`config.mk`:
```
export PLATFORM = sky130hd
export DESIGN_NAME = pixel_stream_framer
export DESIGN_NICKNAME = d
export VERILOG_FILES = /design/src/rtl/pixel_stream_framer_pkg.sv /design/src/rtl/pixel_stream_framer_fifo.sv /design/src/rtl/pixel_stream_framer.sv
export SDC_FILE = /design/constraint.sdc
export NUM_CORES = 1
export LEC_CHECK = 0
export CAP_MARGIN = 25
export CORE_MARGIN = 2
export CORE_UTILIZATION = 55
export DETAILED_ROUTE_END_ITERATION = 12
export PLACE_DENSITY_LB_ADDON = 0.25
export SYNTH_ARGS = -nofsm -noshare
export SYNTH_HDL_FRONTEND = slang
export SYNTH_HIERARCHICAL = 1
export SYNTH_SLANG_ARGS = --single-unit
```
`constraint.sdc`:
```
create_clock -name clk -period 5.2 [get_ports clk]
set_input_delay 0.78 -clock clk [delete_from_list [all_inputs] [get_ports clk]]
set_output_delay 0.78 -clock clk [all_outputs]
set_load 0.01 [all_outputs]
```
`src/rtl/pixel_stream_framer_pkg.sv`:
```
// Shared definitions for the pixel stream framer: FSM states, default widths and the
// bit offsets of the frame flags stored above the pixel field in each FIFO entry.
package pixel_stream_framer_pkg;

   localparam int unsigned DATA_W_DEF = 8;
   localparam int unsigned DIM_W_DEF  = 12;

   // Flag positions relative to DATA_W: entry = {sof, eol, eof, data}
   localparam int unsigned EOF_BIT = 0;
   localparam int unsigned EOL_BIT = 1;
   localparam int unsigned SOF_BIT = 2;

   typedef enum logic {
      ST_IDLE   = 1'b0,
      ST_ACTIVE = 1'b1
   } state_e;

endpackage

```
`src/rtl/pixel_stream_framer_fifo.sv`:
```
// Single-clock FIFO used as the skid buffer of the framer; head entry is visible
// whenever not empty, and a write while full is accepted only if a read happens too.
module pix_sync_fifo #(
   parameter int unsigned WIDTH = 11,
   parameter int unsigned DEPTH = 16
) (
   input  logic             clk,
   input  logic             rst_n,
   input  logic             wr_en_i,
   input  logic [WIDTH-1:0] wr_data_i,
   input  logic             rd_en_i,
   output logic [WIDTH-1:0] rd_data_o,
   output logic             full_o,
   output logic             empty_o
);

   localparam int unsigned AW = $clog2(DEPTH);

   logic [WIDTH-1:0] mem_q [DEPTH];
   logic [AW-1:0]    wr_ptr_q, wr_ptr_d;
   logic [AW-1:0]    rd_ptr_q, rd_ptr_d;
   logic [AW:0]      count_q, count_d;
   logic             push, pop;

   assign full_o    = (count_q == (AW+1)'(DEPTH));
   assign empty_o   = (count_q == '0);
   assign pop       = rd_en_i & ~empty_o;
   assign push      = wr_en_i & (~full_o | pop);
   assign rd_data_o = mem_q[rd_ptr_q];

   always_comb begin
      wr_ptr_d = wr_ptr_q;
      rd_ptr_d = rd_ptr_q;
      count_d  = count_q;
      if (push) wr_ptr_d = wr_ptr_q + AW'(1);
      if (pop)  rd_ptr_d = rd_ptr_q + AW'(1);
      case ({push, pop})
         2'b10:   count_d = count_q + (AW+1)'(1);
         2'b01:   count_d = count_q - (AW+1)'(1);
         default: count_d = count_q;
      endcase
   end

   always_ff @(posedge clk or negedge rst_n) begin
      if (!rst_n) begin
         wr_ptr_q <= '0;
         rd_ptr_q <= '0;
         count_q  <= '0;
      end else begin
         wr_ptr_q <= wr_ptr_d;
         rd_ptr_q <= rd_ptr_d;
         count_q  <= count_d;
      end
   end

   always_ff @(posedge clk) begin
      if (push) mem_q[wr_ptr_q] <= wr_data_i;
   end

endmodule

```
`src/rtl/pixel_stream_framer.sv`:
```
// Frames the valid-only filter pixel stream into a ready/valid stream with SOF/EOL/EOF
// markers; a skid FIFO absorbs downstream stalls and sticky flags report drops/bad dims.
module pixel_stream_framer
   import pixel_stream_framer_pkg::*;
#(
   parameter int unsigned DATA_W     = DATA_W_DEF,
   parameter int unsigned DIM_W      = DIM_W_DEF,
   parameter int unsigned FIFO_DEPTH = 16
) (
   input  logic              clk,
   input  logic              rst_n,
   input  logic [DATA_W-1:0] data_in,
   input  logic              data_valid,
   input  logic [DIM_W-1:0]  img_width,
   input  logic [DIM_W-1:0]  img_height,
   output logic [DATA_W-1:0] m_data,
   output logic              m_valid,
   input  logic              m_ready,
   output logic              m_sof,
   output logic              m_eol,
   output logic              m_eof,
   output logic              frame_done,
   output logic [15:0]       frame_count,
   input  logic              clear_err,
   output logic              overflow,
   output logic              cfg_err
);

   localparam int unsigned ENT_W = DATA_W + 3;

   state_e             state_q, state_d;
   logic [DIM_W-1:0]   col_q, col_d, row_q, row_d;
   logic [DIM_W-1:0]   w_q, w_d, h_q, h_d;
   logic [DIM_W-1:0]   cur_w, cur_h, cur_col, cur_row;
   logic               sof, eol, eof;
   logic               stage_vld_q, stage_vld_d;
   logic [ENT_W-1:0]   stage_q, stage_d;
   logic [ENT_W-1:0]   head;
   logic               fifo_full, fifo_empty, pop;
   logic               ovf_set, cfg_set;
   logic               overflow_q, overflow_d, cfg_err_q, cfg_err_d;
   logic [15:0]        frame_count_q, frame_count_d;

   // In IDLE the beat is pixel (0,0) and geometry comes straight from the dim inputs.
   always_comb begin
      state_d     = state_q;
      col_d       = col_q;
      row_d       = row_q;
      w_d         = w_q;
      h_d         = h_q;
      stage_vld_d = 1'b0;
      stage_d     = stage_q;
      cfg_set     = 1'b0;
      cur_w       = w_q;
      cur_h       = h_q;
      cur_col     = col_q;
      cur_row     = row_q;
      sof         = 1'b0;
      if (state_q == ST_IDLE) begin
         cur_w   = img_width;
         cur_h   = img_height;
         cur_col = '0;
         cur_row = '0;
         sof     = 1'b1;
      end
      eol = (cur_col == cur_w - DIM_W'(1));
      eof = eol & (cur_row == cur_h - DIM_W'(1));
      if (data_valid) begin
         if (state_q == ST_IDLE) begin
            w_d = img_width;
            h_d = img_height;
         end
         if (state_q == ST_IDLE && (img_width == '0 || img_height == '0)) begin
            cfg_set = 1'b1;
         end else begin
            stage_vld_d                = 1'b1;
            stage_d[DATA_W-1:0]        = data_in;
            stage_d[DATA_W + SOF_BIT]  = sof;
            stage_d[DATA_W + EOL_BIT]  = eol;
            stage_d[DATA_W + EOF_BIT]  = eof;
            col_d   = eol ? '0 : cur_col + DIM_W'(1);
            row_d   = eof ? '0 : (eol ? cur_row + DIM_W'(1) : cur_row);
            state_d = eof ? ST_IDLE : ST_ACTIVE;
         end
      end
   end

   pix_sync_fifo #(
      .WIDTH (ENT_W),
      .DEPTH (FIFO_DEPTH)
   ) u_fifo (
      .clk       (clk),
      .rst_n     (rst_n),
      .wr_en_i   (stage_vld_q),
      .wr_data_i (stage_q),
      .rd_en_i   (pop),
      .rd_data_o (head),
      .full_o    (fifo_full),
      .empty_o   (fifo_empty)
   );

   assign m_valid    = ~fifo_empty;
   assign pop        = m_valid & m_ready;
   assign m_data     = m_valid ? head[DATA_W-1:0] : '0;
   assign m_sof      = m_valid & head[DATA_W + SOF_BIT];
   assign m_eol      = m_valid & head[DATA_W + EOL_BIT];
   assign m_eof      = m_valid & head[DATA_W + EOF_BIT];
   assign frame_done = pop & head[DATA_W + EOF_BIT];

   // Geometry has already advanced for a dropped beat, so only the flag records the loss.
   assign ovf_set       = stage_vld_q & fifo_full & ~pop;
   assign overflow_d    = ovf_set | (overflow_q & ~clear_err);
   assign cfg_err_d     = cfg_set | (cfg_err_q & ~clear_err);
   assign frame_count_d = frame_done ? frame_count_q + 16'd1 : frame_count_q;

   assign overflow    = overflow_q;
   assign cfg_err     = cfg_err_q;
   assign frame_count = frame_count_q;

   always_ff @(posedge clk or negedge rst_n) begin
      if (!rst_n) begin
         state_q       <= ST_IDLE;
         col_q         <= '0;
         row_q         <= '0;
         w_q           <= '0;
         h_q           <= '0;
         stage_vld_q   <= 1'b0;
         stage_q       <= '0;
         overflow_q    <= 1'b0;
         cfg_err_q     <= 1'b0;
         frame_count_q <= '0;
      end else begin
         state_q       <= state_d;
         col_q         <= col_d;
         row_q         <= row_d;
         w_q           <= w_d;
         h_q           <= h_d;
         stage_vld_q   <= stage_vld_d;
         stage_q       <= stage_d;
         overflow_q    <= overflow_d;
         cfg_err_q     <= cfg_err_d;
         frame_count_q <= frame_count_d;
      end
   end

endmodule

```
==> flow_summary.toml <==
[worst_setup_path]
cp-start-kind = "flop"
arrival_ps = 3390
criticalPathCategory = "flop to output port"
critical_path_required_ps = 4420
cp_max_fo = 25
endpoint_kind = "output port"

[timing]
grt_setup_unrepaired = "false"
final-max-slew-violation-count = 0
setup_tns_ps = 0
fmax_mhz = 240
hold_viol_final = 0
period_minus_slack_ps = 4170
relSlewSlack = 0.313
tightest_slew_ps = 1030
finClkSkew_ps = 17.7
setup_violations = 0
period_share = 0.803

[placement]
port_buffers = 67
gp_congestion = 0.871
dp.cells = 1228
hpwl_mm = 16.7
dpl_cell_area_um2 = 13400

[floorplan]
die_height_um = 155
dieArea_um2 = 24100
initial_core_util = 0.558
num_io_pins = 68
dieWidth_um = 155
core_um2 = 22500
rows = 55

[final_layout]
diodes = 0
regArea_um2 = 7590
layout-drive-gt1-share = 0.155
nNetsFinal = 1026
area_delta_synth_final_pct = 14.6
final_util = 0.640
final_cells = 1282
multiInputGateArea_um2 = 4690
design_area_um2 = 14400
fill_cells = 1639
layout_commonest_cell = "edfxtp_1"
final_cell_mix = "edfxtp_1 (176), dfrtp_1 (89), nand2_1 (76)"

[route]
dr.pass1.iters = 5
dr_total_vias = 7681
drtIter0Drc = 546
postRouteAntennaNets = 0
routed_wl_mm = 25.3
post_drt_wl_per_cell_um = 19.7
viasPerCell = 5.99
drc = 0

[synthesis]
synth_warnings = 6
synth_flop_cell = "edfxtp_1"
synth_top_area_cell = "edfxtp_1"
synth_nets = 962
synth_area_per_cell_um2 = 13.8
ys_ff_latch = 268
async_reset_ff_frac = 0.343
netlist.area_leader.share = 0.421
synth_area_leaders = "edfxtp_1 (42%), dfrtp_1 (18%), mux4_2 (7.9%), xnor2_1 (3.0%), nand2_1 (2.3%)"
synth_seq_area_share = 0.604
synth_edf_count = 176
syn-cell-area_um2 = 12600
syn-instance-count = 911
synth_cell_types = 81

[pwr]
p_clk_frac = 0.292
seqPwrFrac = 0.425
ir_worst_vdd_mv = 0.275
p_leak_nw = 5.26
sw_frac_of_total = 0.299
switchingPower_w = 0.00202
p_int_w = 0.00473
p_per_area_nw_per_um2 = 469
p_comb_frac = 0.282

[cts]
clk_latency_ps = 540
cts_root_buf = "clkbuf_16"
cts_htree_levels = 1
cts-resized-gates = 0
ctsHoldBuffers = 0
post_cts_buffers = 0
cts_buffer_depth = 3
cts_tree = "done"
clock_sinks = 268
clkTransAtPathRegs_ps = 60
cts_inserted_buffers = 28

[global_routing]
grt_max_degree = 49
grt_pass1_vias = 7628
grt_overflow_total = 0
antenna_found_initial = 0
grt_util_all_layers = 0.217
grt_pass1_wl_mm = 41.3

[flow_run]
cap_violations = 0

[min_path]
hp-class = "input port to async pin"

[run_status]
status = "finished, final reports clean"
-- path summary, 6_finish.rpt --
check                                    endpoint  cells past startpoint                from  slack (ps)
worst max-delay path                    m_data[0]                      6  u_fifo/rd_ptr_q[0]        1030
worst min-delay path            u_fifo/count_q[3]                      1               rst_n         240
worst max register to register          row_q[11]                      9             state_q        1550
worst min register to register    frame_count[15]                      1     frame_count[15]         480
max in group asynchronous                 state_q                      2               rst_n        3880
min in group clk                  frame_count[15]                      1     frame_count[15]         480
-- cells in the mapped netlist, types with 3 or more instances --
library cell and instances:
inv_1 16, nand4_1 17, o21ai_0 13, a21oi_1 33, a21o_1 3, a22oi_1 22, a31oi_1 8, o21ai_1 6
nand3b_1 3, nor3_1 21, buf_6 4, buf_2 6, nor3b_1 6, and3_1 16, xor2_1 18, buf_4 3
buf_1 3, dfrtp_1 92, edfxtp_1 176, a22o_1 5, o211ai_1 3, xnor2_1 43, or3_1 5, nor4_1 8
clkbuf_1 26, and4_1 3, ha_1 13, nand2_1 76, mux4_2 44, nand3_1 25, mux2_2 21, a32o_1 4
mux2i_1 17, and2_1 14, o31ai_1 3, o32a_1 3, nor2_1 51, nor2b_1 19, nand2b_1 8, nor4_2 3
nor4b_1 3
-- metal layers --
layer  global-route usage  wire length [um]  vias up
met5                    0                 0        -
met1                0.296             10800     3815
li1                     -                 -     3617
met2                0.375             12800      198
met3               0.0267              1120       51
met4               0.0586               618        0
-- cell type report --
| type | count | area share |
|---|---|---|
| flip-flops and latches | 268 | 0.527 |
| multi-input cells | 583 | 0.326 |
| clock buffers | 37 | 0.0545 |
| repair buffers | 78 | 0.0530 |
| well taps | 285 | 0.0248 |
| clock inverters | 15 | 0.0106 |
| inverters | 16 | 0.00417 |
-- worst max-delay path, cell delays in order (launching register included) --
cell,delay (ps)
dfrtp_2,890
buf_4,390
mux4_2,540
a22oi_1,320
nand2_1,80
nor2b_1,130
clkdlybuf4s50_1,490
-- cell families (layout without fill, tap and decap cells) --
group	Yosys count	after routing	share of synthesized area
xor gates and xnor gates	61	61	0.0425
DFF	268	268	0.604
adders and majority gates	14	14	0.0145
AOI/OAI and AO/OA	132	132	0.0770
buffers and inverters	60	146	0.0240
muxes	82	82	0.111
and+or+nand+nor	294	294	0.127
-- metrics by stage --
stage | total power [W] | hold slack [ps] | setup slack (ps)
5_1_grt | 0.00711 | 294 | 771
2_1_floorplan | 0.00418 | 484 | 1450
3_5_place_dp | 0.00480 | 474 | 1500
6_report | 0.00675 | 244 | 1030
3_3_place_gp | 0.00476 | 462 | 1510
4_1_cts | 0.00680 | 257 | 964
-- registers in the layout, indices dropped and copies added, names as in the netlist --
| signal | flops |
|---|---|
| u_fifo/mem_q | 176 |
| frame_count | 16 |
| col_q | 12 |
| h_q | 12 |
| row_q | 12 |
| w_q | 12 |
| stage_q | 11 |
| u_fifo/count_q | 5 |
| u_fifo/rd_ptr_q | 4 |
| u_fifo/wr_ptr_q | 4 |
| cfg_err | 1 |
| overflow | 1 |
| stage_vld_q | 1 |
| state_q | 1 |
-- power groups by stage --
stage	logic (W)	registers, W	clock network [W]
2_1_floorplan	0.00142	0.00276	0
3_3_place_gp	0.00180	0.00296	0
3_5_place_dp	0.00183	0.00297	0
4_1_cts	0.00184	0.00294	0.00202
5_1_grt	0.00210	0.00292	0.00210
6_report	0.00190	0.00287	0.00197
Note: power is estimated with default switching activity, not from simulation.
